`config.mk`:
```
export PLATFORM = sky130hd
export DESIGN_NAME = approx_mul_err_monitor
export DESIGN_NICKNAME = d
export VERILOG_FILES = /design/src/rtl/approx_mul_pkg.sv /design/src/rtl/approx_err_stage.sv /design/src/rtl/approx_mul_err_monitor.sv
export SDC_FILE = /design/constraint.sdc
export NUM_CORES = 1
export LEC_CHECK = 0
export ABC_AREA = 1
export BUFFER_PORTS_ARGS = -buffer_cell sky130_fd_sc_hd__buf_4
export CAP_MARGIN = 10
export CELL_PAD_IN_SITES_DETAIL_PLACEMENT = 1
export CELL_PAD_IN_SITES_GLOBAL_PLACEMENT = 2
export CORE_MARGIN = 4
export CORE_UTILIZATION = 34
export DETAILED_ROUTE_END_ITERATION = 7
export GPL_ROUTABILITY_DRIVEN = 0
export PLACE_DENSITY = 0.79
export SYNTH_ARGS = -nofsm -noshare
export SYNTH_HDL_FRONTEND = slang
export SYNTH_HIERARCHICAL = 1
export SYNTH_SLANG_ARGS = --single-unit
```
`constraint.sdc`:
```
create_clock -name clk -period 3.3 [get_ports clk]
set_clock_uncertainty 0.1 [all_clocks]
set_input_delay 0.66 -clock clk [delete_from_list [all_inputs] [get_ports clk]]
set_output_delay 0.66 -clock clk [all_outputs]
set_load 0.02 [all_outputs]
```
`src/rtl/approx_mul_pkg.sv`:
```
// Shared types and constants for the approximate multiplier error monitor.
// Operand/product widths, FSM state encoding and default run length.
package approx_mul_pkg;

  localparam int          OP_W          = 8;
  localparam int          PROD_W        = 16;
  localparam int unsigned N_SAMPLES_DEF = 65536;

  typedef enum logic [1:0] {
    IDLE,
    RUN,
    DRAIN,
    DONE
  } state_e;

endpackage

```
`src/rtl/approx_err_stage.sv`:
```
// Two-stage pipeline: exact product (S1), then signed error,
// error distance and mismatch flag (S2), with valid propagation.
module approx_err_stage
  import approx_mul_pkg::*;
(
  input  logic              clk,
  input  logic              rst_n,
  input  logic              flush_i,
  input  logic              valid_i,
  input  logic [OP_W-1:0]   a_i,
  input  logic [OP_W-1:0]   b_i,
  input  logic [PROD_W-1:0] prod_i,
  output logic              s1_valid_o,
  output logic              valid_o,
  output logic [PROD_W:0]   d_o,
  output logic [PROD_W-1:0] ed_o,
  output logic              neq_o
);

  logic              s1_valid_q;
  logic [PROD_W-1:0] exact_q;
  logic [PROD_W-1:0] approx_q;
  logic              s2_valid_q;
  logic [PROD_W:0]   d_q;
  logic [PROD_W-1:0] ed_q;
  logic              neq_q;

  logic [PROD_W:0]   d_d;
  logic [PROD_W:0]   neg_d;
  logic [PROD_W-1:0] ed_d;

  // Signed error and its magnitude from the S1 registers
  always_comb begin
    d_d   = {1'b0, approx_q} - {1'b0, exact_q};
    neg_d = ~d_d + {{PROD_W{1'b0}}, 1'b1};
    ed_d  = d_d[PROD_W] ? neg_d[PROD_W-1:0]
                        : d_d[PROD_W-1:0];
  end

  // S1: capture exact product and the approximate product
  always_ff @(posedge clk or negedge rst_n) begin
    if (!rst_n) begin
      s1_valid_q <= 1'b0;
      exact_q    <= '0;
      approx_q   <= '0;
    end else begin
      s1_valid_q <= valid_i & ~flush_i;
      if (valid_i) begin
        exact_q  <= PROD_W'(a_i) * PROD_W'(b_i);
        approx_q <= prod_i;
      end
    end
  end

  // S2: register error metrics for the accumulator stage
  always_ff @(posedge clk or negedge rst_n) begin
    if (!rst_n) begin
      s2_valid_q <= 1'b0;
      d_q        <= '0;
      ed_q       <= '0;
      neq_q      <= 1'b0;
    end else begin
      s2_valid_q <= s1_valid_q & ~flush_i;
      if (s1_valid_q) begin
        d_q   <= d_d;
        ed_q  <= ed_d;
        neq_q <= |d_d;
      end
    end
  end

  assign s1_valid_o = s1_valid_q;
  assign valid_o    = s2_valid_q;
  assign d_o        = d_q;
  assign ed_o       = ed_q;
  assign neq_o      = neq_q;

endmodule

```
`src/rtl/approx_mul_err_monitor.sv`:
```
// Run-based error statistics for the 8x8 approximate multiplier:
// run FSM, sample counter and S3 accumulators.
module approx_mul_err_monitor
  import approx_mul_pkg::*;
#(
  parameter int unsigned N_SAMPLES = N_SAMPLES_DEF,
  parameter int          CNT_W     = 32,
  parameter int          SUM_W     = 40
) (
  input  logic              clk,
  input  logic              rst_n,
  input  logic              start,
  input  logic              clr,
  input  logic              in_valid,
  output logic              in_ready,
  input  logic [OP_W-1:0]   in_a,
  input  logic [OP_W-1:0]   in_b,
  input  logic [PROD_W-1:0] in_prod,
  output logic              busy,
  output logic              done,
  output logic [SUM_W-1:0]  sum_ed,
  output logic [SUM_W-1:0]  sum_err,
  output logic [PROD_W-1:0] max_ed,
  output logic [CNT_W-1:0]  err_cnt,
  output logic [CNT_W-1:0]  smp_cnt
);

  localparam logic [CNT_W-1:0] N_LAST = CNT_W'(N_SAMPLES);

  state_e            state_q, state_d;
  logic [SUM_W-1:0]  sum_ed_q;
  logic [SUM_W-1:0]  sum_err_q;
  logic [PROD_W-1:0] max_ed_q;
  logic [CNT_W-1:0]  err_cnt_q;
  logic [CNT_W-1:0]  smp_cnt_q;

  logic              hs;
  logic              last;
  logic              go;
  logic              s1_valid;
  logic              s2_valid;
  logic [PROD_W:0]   s2_d;
  logic [PROD_W-1:0] s2_ed;
  logic              s2_neq;

  assign in_ready = (state_q == RUN);
  assign busy     = (state_q == RUN) | (state_q == DRAIN);
  assign done     = (state_q == DONE);
  assign hs       = in_valid & in_ready;
  assign last     = hs & ((smp_cnt_q + CNT_W'(1)) == N_LAST);
  assign go       = start & ~clr &
                    ((state_q == IDLE) | (state_q == DONE));

  approx_err_stage u_stage (
    .clk        (clk),
    .rst_n      (rst_n),
    .flush_i    (clr),
    .valid_i    (hs),
    .a_i        (in_a),
    .b_i        (in_b),
    .prod_i     (in_prod),
    .s1_valid_o (s1_valid),
    .valid_o    (s2_valid),
    .d_o        (s2_d),
    .ed_o       (s2_ed),
    .neq_o      (s2_neq)
  );

  // Run FSM next-state; clr overrides everything
  always_comb begin
    state_d = state_q;
    if (clr) begin
      state_d = IDLE;
    end else begin
      case (state_q)
        IDLE:    if (start)     state_d = RUN;
        RUN:     if (last)      state_d = DRAIN;
        DRAIN:   if (!s1_valid) state_d = DONE;
        DONE:    if (start)     state_d = RUN;
        default: state_d = IDLE;
      endcase
    end
  end

  // FSM state register
  always_ff @(posedge clk or negedge rst_n) begin
    if (!rst_n) state_q <= IDLE;
    else        state_q <= state_d;
  end

  // Sample counter and S3 statistics accumulation
  always_ff @(posedge clk or negedge rst_n) begin
    if (!rst_n) begin
      sum_ed_q  <= '0;
      sum_err_q <= '0;
      max_ed_q  <= '0;
      err_cnt_q <= '0;
      smp_cnt_q <= '0;
    end else if (clr | go) begin
      sum_ed_q  <= '0;
      sum_err_q <= '0;
      max_ed_q  <= '0;
      err_cnt_q <= '0;
      smp_cnt_q <= '0;
    end else begin
      if (hs) smp_cnt_q <= smp_cnt_q + CNT_W'(1);
      if (s2_valid) begin
        sum_ed_q  <= sum_ed_q + SUM_W'(s2_ed);
        sum_err_q <= sum_err_q + SUM_W'($signed(s2_d));
        if (s2_ed > max_ed_q) max_ed_q <= s2_ed;
        err_cnt_q <= err_cnt_q + CNT_W'(s2_neq);
      end
    end
  end

  assign sum_ed  = sum_ed_q;
  assign sum_err = sum_err_q;
  assign max_ed  = max_ed_q;
  assign err_cnt = err_cnt_q;
  assign smp_cnt = smp_cnt_q;

endmodule
```
# == After elaboration in Yosys (flattened, before gate mapping) ==
# Cells that the tools add are included.
# totals
reg_bits,230
in_bits,37
# classes
addsub,6
multipliers,1
n_lt_le_gt_ge,1
n_eq_ne,7
n_mux,17
bitwise,11
n_reduce_logical,8
# op_table
op,count
2-to-1 mux 40 bit,4
2-to-1 mux 32 bit,4
2-to-1 mux 16 bit,4
adder 40 x 16 -> 40 bit,1
adder 40 bit,1
adder 32 x 1 -> 32 bit,1
"adder 32 x 1 -> 32 bit, second input constant",1
"== test 32 x 17 -> 1 bit, second input constant",1
OR reduction 17 bit,1
subtractor 16 x 16 -> 17 bit,1
"adder 16 x 1 -> 16 bit, second input constant",1
> comparator 16 bit,1
multiplier 8 x 8 -> 16 bit,1
inverter 16 bit,1
2-to-1 mux 2 bit,4
bitwise AND 1 bit,6
one-hot mux 2 bit (3 select lines),1
nonzero test 2 bit,3
"== test 2 bit, second input constant",2
"!= test 3 x 1 -> 1 bit, second input constant",1
"!= test 3 x 2 -> 1 bit, second input constant",1
"!= test 3 bit, second input constant",1
bitwise OR 1 bit,3
AND reduction 3 bit,1
other kinds (5),5

# == Logic depth before layout (Yosys ltp) ==
# logic_depth
depth_word,6
depth_mapped,21

# == By module ==
# The synthesis kept the hierarchy.
# modules_own_cells
module,instances,cells_per_inst,area_each_um2,seq_area_each_um2
approx_mul_err_monitor,1,1666,11711.2,4053.9
approx_err_stage,1,893,6229.7,1676.6

# == Worst setup path before layout ==
# No wires, ideal clock.
# synth_timing
path_type,in2reg
start,input port in_a[0]
end,register u_stage.exact_q[12]
setup_time_ns,0.135
arrival_time_ns,4.354
t_required_ns,3.065
slack_ns,-1.289
stages,17
path_buffers,1
cell_sequence,clkbuf_1 nand2_1 fa_1 fa_1 inv_1 fa_1 inv_1 fa_1 inv_1 ha_1 nand2_1 inv_1 a21oi_1 o21ai_0 a21oi_1 xor2_1 o21ai_0
# synth_via
elab_chain_cells,1
# synth_rtl
item,line_no,text
from (decl),approx_mul_err_monitor.sv:16,"input logic [OP_W-1:0] in_a,"
multiplier 8 x 8 -> 16 bit,approx_err_stage.sv:49,exact_q <= PROD_W'(a_i) * PROD_W'(b_i);
to (signal assigned),approx_err_stage.sv:49,
to (decl),approx_err_stage.sv:21,logic [PROD_W-1:0] exact_q;
# No other way between the ends.
# A chain may end at the register's enable or synchronous reset.

# == Final worst setup path ==
# layout_timing
start,input port in_a[4]
end,register u_stage.exact_q[15]
# The elaborated chain is that of the path after synthesis.

==> impl_metrics.json <==
{
  "status": "finished, violations left",
  "violated_checks": "negative setup slack",
  "finalCoreUtilization": 0.428,
  "timing.final.ws_setup_ns": -0.392,
  "timing.rr.end": "sum_err[34]",
  "synth_seq_cells": 229,
  "final_min_period_over_clock_period": 1.12,
  "r2r-start": "u_stage/d_o[16]",
  "cp_slowest_stage_delay_ns": 0.57,
  "post_synth_num_cell_types": 60,
  "root_buffer": "sky130_fd_sc_hd__clkbuf_16",
  "final.min_clock_period_ns": 3.69,
  "number_of_max_capacitance_violations_reported": 0,
  "via_count": 17600,
  "die-width_microns": 238,
  "setup.worst_path.start": "in_a[4]",
  "largest_net_degree_at_the_start_of_global_routing": 69,
  "drt_pass1_iterations": 5,
  "synth.yosys.warnings": 6,
  "synth_top_cells_by_count": "757 x sky130_fd_sc_hd__nand2_1, 344 x sky130_fd_sc_hd__inv_1, 240 x sky130_fd_sc_hd__nor2_1, 229 x sky130_fd_sc_hd__dfrtp_1, 159 x sky130_fd_sc_hd__nand3_1",
  "worst_max_slew_pin_slew_ns": 0.935,
  "setup-violations-final": 9,
  "worst_skew_late_latency_ns": 0.60,
  "number_of_synthesized_flops_with_an_enable_pin": 0,
  "htree_levels": 1,
  "critical_path_class": "in2reg",
  "fillCellCount": 6565,
  "design.core.area_sq_um": 51800,
  "route.detailed.vias_per_inst": 5.03,
  "die_area_sq_um": 56500,
  "drt.antenna.violating_nets": 0,
  "antenna_cells_inserted": 0,
  "crit_slowest_cell": "sky130_fd_sc_hd__fa_1",
  "first_global_vias": 18700,
  "critPathCapture": "u_stage/exact_q[15]",
  "postPlaceCellArea_sq_um": 20700,
  "irDropWorstVdd_v": 0.000353,
  "cts_sinks": 229,
  "remaining_drc_errors": 0,
  "die_h_microns": 238,
  "synth.most_common_cell": "sky130_fd_sc_hd__nand2_1",
  "synth-main-ff-cell": "sky130_fd_sc_hd__dfrtp_1",
  "grt_first_pass_wirelength_microns": 98900,
  "synthArstFlopShare": 1.00,
  "holdCritPathClass": "in2reg",
  "p_leak_nw": 11.3,
  "num-nets-final": 3008,
  "grtUsageTotal": 0.211,
  "power_density_nw_per_um2": 731,
  "rsz0062_at_grt": "true",
  "cells_after_synth": 2559,
  "slew-limit-headroom": 0.375,
  "syn_nets": 2765,
  "cpMostUsedCell": "sky130_fd_sc_hd__fa_1",
  "clk_transition_reported_paths_ns": 0.06,
  "std_cell_rows": 83,
  "clock_tree_from_tritoncts": "built",
  "syn-cell-area_sq_um": 17900,
  "syn-mean-instance-area_sq_um": 7.01,
  "synthToLayoutAreaGrowth_pct": 23.5,
  "crit_arrival_ns": 4.04,
  "most_area_consuming_cells_after_synthesis": "sky130_fd_sc_hd__dfrtp_1 32%, sky130_fd_sc_hd__nand2_1 16%, sky130_fd_sc_hd__ha_1 9.1%",
  "cts_made_buffers": 31,
  "globalRoute.totalOverflow": 0,
  "reg2reg_setup_slack_ns": 0.38,
  "place_ws_ns": -1.10,
  "path_cells": "buf_8 > nand2_4 > inv_2 > fa_1 > fa_1 > fa_1 > inv_1 > fa_1 > inv_2 > ha_4 > nand2_4 > inv_2 > nand2_1 > nand2_1 > nand2_1 > nand4_1 > or2_4 > nand3_2 > o21ai_2",
  "routedWlPerCell_microns": 17.4,
  "maxClockFrequency_ghz": 0.271,
  "io_pins": 200,
  "routed_wirelength_microns": 60800,
  "ys_seq_area_frac": 0.319,
  "cp_max_fanout": 7,
  "number_of_antenna_violations_at_the_first_check_in_global_routing": 0,
  "drive_gt1_frac": 0.169,
  "library_cell_occupying_the_most_area_in_the_post_synthesis_netlist": "sky130_fd_sc_hd__dfrtp_1",
  "ff2ff_path_depth": 9,
  "drt-initial-drc-count": 623,
  "synth_largest_type_area_fraction": 0.319,
  "buffer_ports.inserted": 199,
  "number_of_max_slew_violations_in_the_final_report": 0,
  "final_hold_viol_count": 0,
  "totalNegativeSetupSlack_ns": -2.44,
  "layout.cell_area.non_filler_sq_um": 22200,
  "timing.critical_path.from_type": "input port",
  "dp_hpwl_microns": 48000,
  "endpoint_kind": "flop",
  "critical_path_data_required_time_ns": 3.65,
  "max-clock-path-buffers": 3,
  "initial_core_util": 0.346
}
==> worst min-delay path by stage <==
stage / from / to / cells past startpoint
3_3_place_gp: u_stage/approx_q[15] / u_stage/approx_q[15] / 2
4_1_cts: in_prod[15] / u_stage/approx_q[15] / 3
2_1_floorplan: rst_n / err_cnt[0] / 0
6_report: in_prod[2] / u_stage/approx_q[2] / 3
5_1_grt: in_prod[8] / u_stage/approx_q[8] / 3
3_5_place_dp: u_stage/approx_q[5] / u_stage/approx_q[5] / 2
==> metal layers <==
| metal | part of all wire | global-route usage | vias up |
|---|---|---|---|
| met4 | 0.029 | 0.0550 | 0 |
| met1 | 0.46 | 0.278 | 8581 |
| met3 | 0.028 | 0.0223 | 87 |
| li1 | - | - | 8721 |
| met5 | 0 | 0 | - |
| met2 | 0.49 | 0.371 | 220 |
==> layout by cell type, fill, tap and decap left out, types with 9 or more instances in the layout <==
master / Yosys / final
sky130_fd_sc_hd__a21o_1: 12 / 12
sky130_fd_sc_hd__a21oi_1: 146 / 138
sky130_fd_sc_hd__buf_4: 2 / 249
sky130_fd_sc_hd__buf_6: 3 / 12
sky130_fd_sc_hd__clkbuf_16: 0 / 31
sky130_fd_sc_hd__dfrtp_1: 229 / 229
sky130_fd_sc_hd__fa_1: 39 / 36
sky130_fd_sc_hd__ha_1: 130 / 120
sky130_fd_sc_hd__ha_4: 0 / 10
sky130_fd_sc_hd__inv_1: 344 / 319
sky130_fd_sc_hd__inv_2: 5 / 29
sky130_fd_sc_hd__nand2_1: 757 / 735
sky130_fd_sc_hd__nand2_2: 21 / 35
sky130_fd_sc_hd__nand2_4: 1 / 9
sky130_fd_sc_hd__nand3_1: 159 / 155
sky130_fd_sc_hd__nand3_2: 7 / 10
sky130_fd_sc_hd__nand3b_1: 11 / 11
sky130_fd_sc_hd__nand4_1: 32 / 32
sky130_fd_sc_hd__nor2_1: 240 / 239
sky130_fd_sc_hd__nor2_2: 13 / 13
sky130_fd_sc_hd__nor3_1: 34 / 32
sky130_fd_sc_hd__o211ai_1: 9 / 9
sky130_fd_sc_hd__o21ai_0: 149 / 137
sky130_fd_sc_hd__o21ai_1: 15 / 23
sky130_fd_sc_hd__o22ai_1: 9 / 9
sky130_fd_sc_hd__xnor2_1: 26 / 22
sky130_fd_sc_hd__xor2_1: 32 / 32
==> kinds of logic after synthesis <==
logic type | Yosys count | synth area share
compound gates | 380 | 0.117
xor+xnor | 58 | 0.0283
fa+ha+maj | 169 | 0.134
buf+inv | 413 | 0.0889
flops | 229 | 0.319
simple gates | 1310 | 0.312
==> layout make-up <==
class / instances / area [sq um] / share of cell area
Clock inverter: 7 / 120 / 0.00542
Tap cell: 680 / 851 / 0.0384
Timing Repair Buffer: 272 / 2190 / 0.0990
Clock buffer: 47 / 916 / 0.0413
Inverter: 351 / 1320 / 0.0596
Multi-Input combinational cell: 1917 / 11000 / 0.498
Sequential cell: 229 / 5730 / 0.259
==> power breakdown <==
part | switching [mW] | internal [mW] | leakage (nW)
Combinational | 5.74 | 3.21 | 7.67
Clock | 1.31 | 2.12 | 0.505
Sequential | 0.525 | 3.28 | 3.09
==> registers in the layout (all words and copies together), names as in the netlist <==
signal and cells:
u_stage/valid_o 1, sum_ed 40, err_cnt 32, u_stage/neq_o 1, u_stage/exact_q 16, state_q 2, smp_cnt 32, max_ed 16
sum_err 40, u_stage/ed_o 15, u_stage/approx_q 16, u_stage/s1_valid_o 1, u_stage/d_o 17
==> metrics by stage <==
step | power, mW | hold WS [ns] | std cells
after detailed placement | 12.3 | 0.365 | 3444
after global placement | 12.1 | 0.361 | 3444
after floorplan | 9.57 | 0.264 | 2559
after CTS | 16.0 | 0.166 | 3501
final | 16.2 | 0.192 | 3503
after global routing | 17.7 | 0.189 | 3503
==> timing repair <==
item,in CTS,in global routing
buffers inserted,2,2
endpoints found under the hold margin,41,0
endpoints found under the setup margin,10,11
gates resized for setup,37,65
pin swaps,11,43
hold buffers,1,0
==> worst max-delay path: cells and delay by family <==
family	cells	cell delay, ns
AOI/OAI and AO/OA	1	0.05
adders and majority gates	5	2.32
buffers and inverters	5	0.29
and+or+nand+nor	8	0.69
No activity file was read; power rests on OpenSTA's default activity.
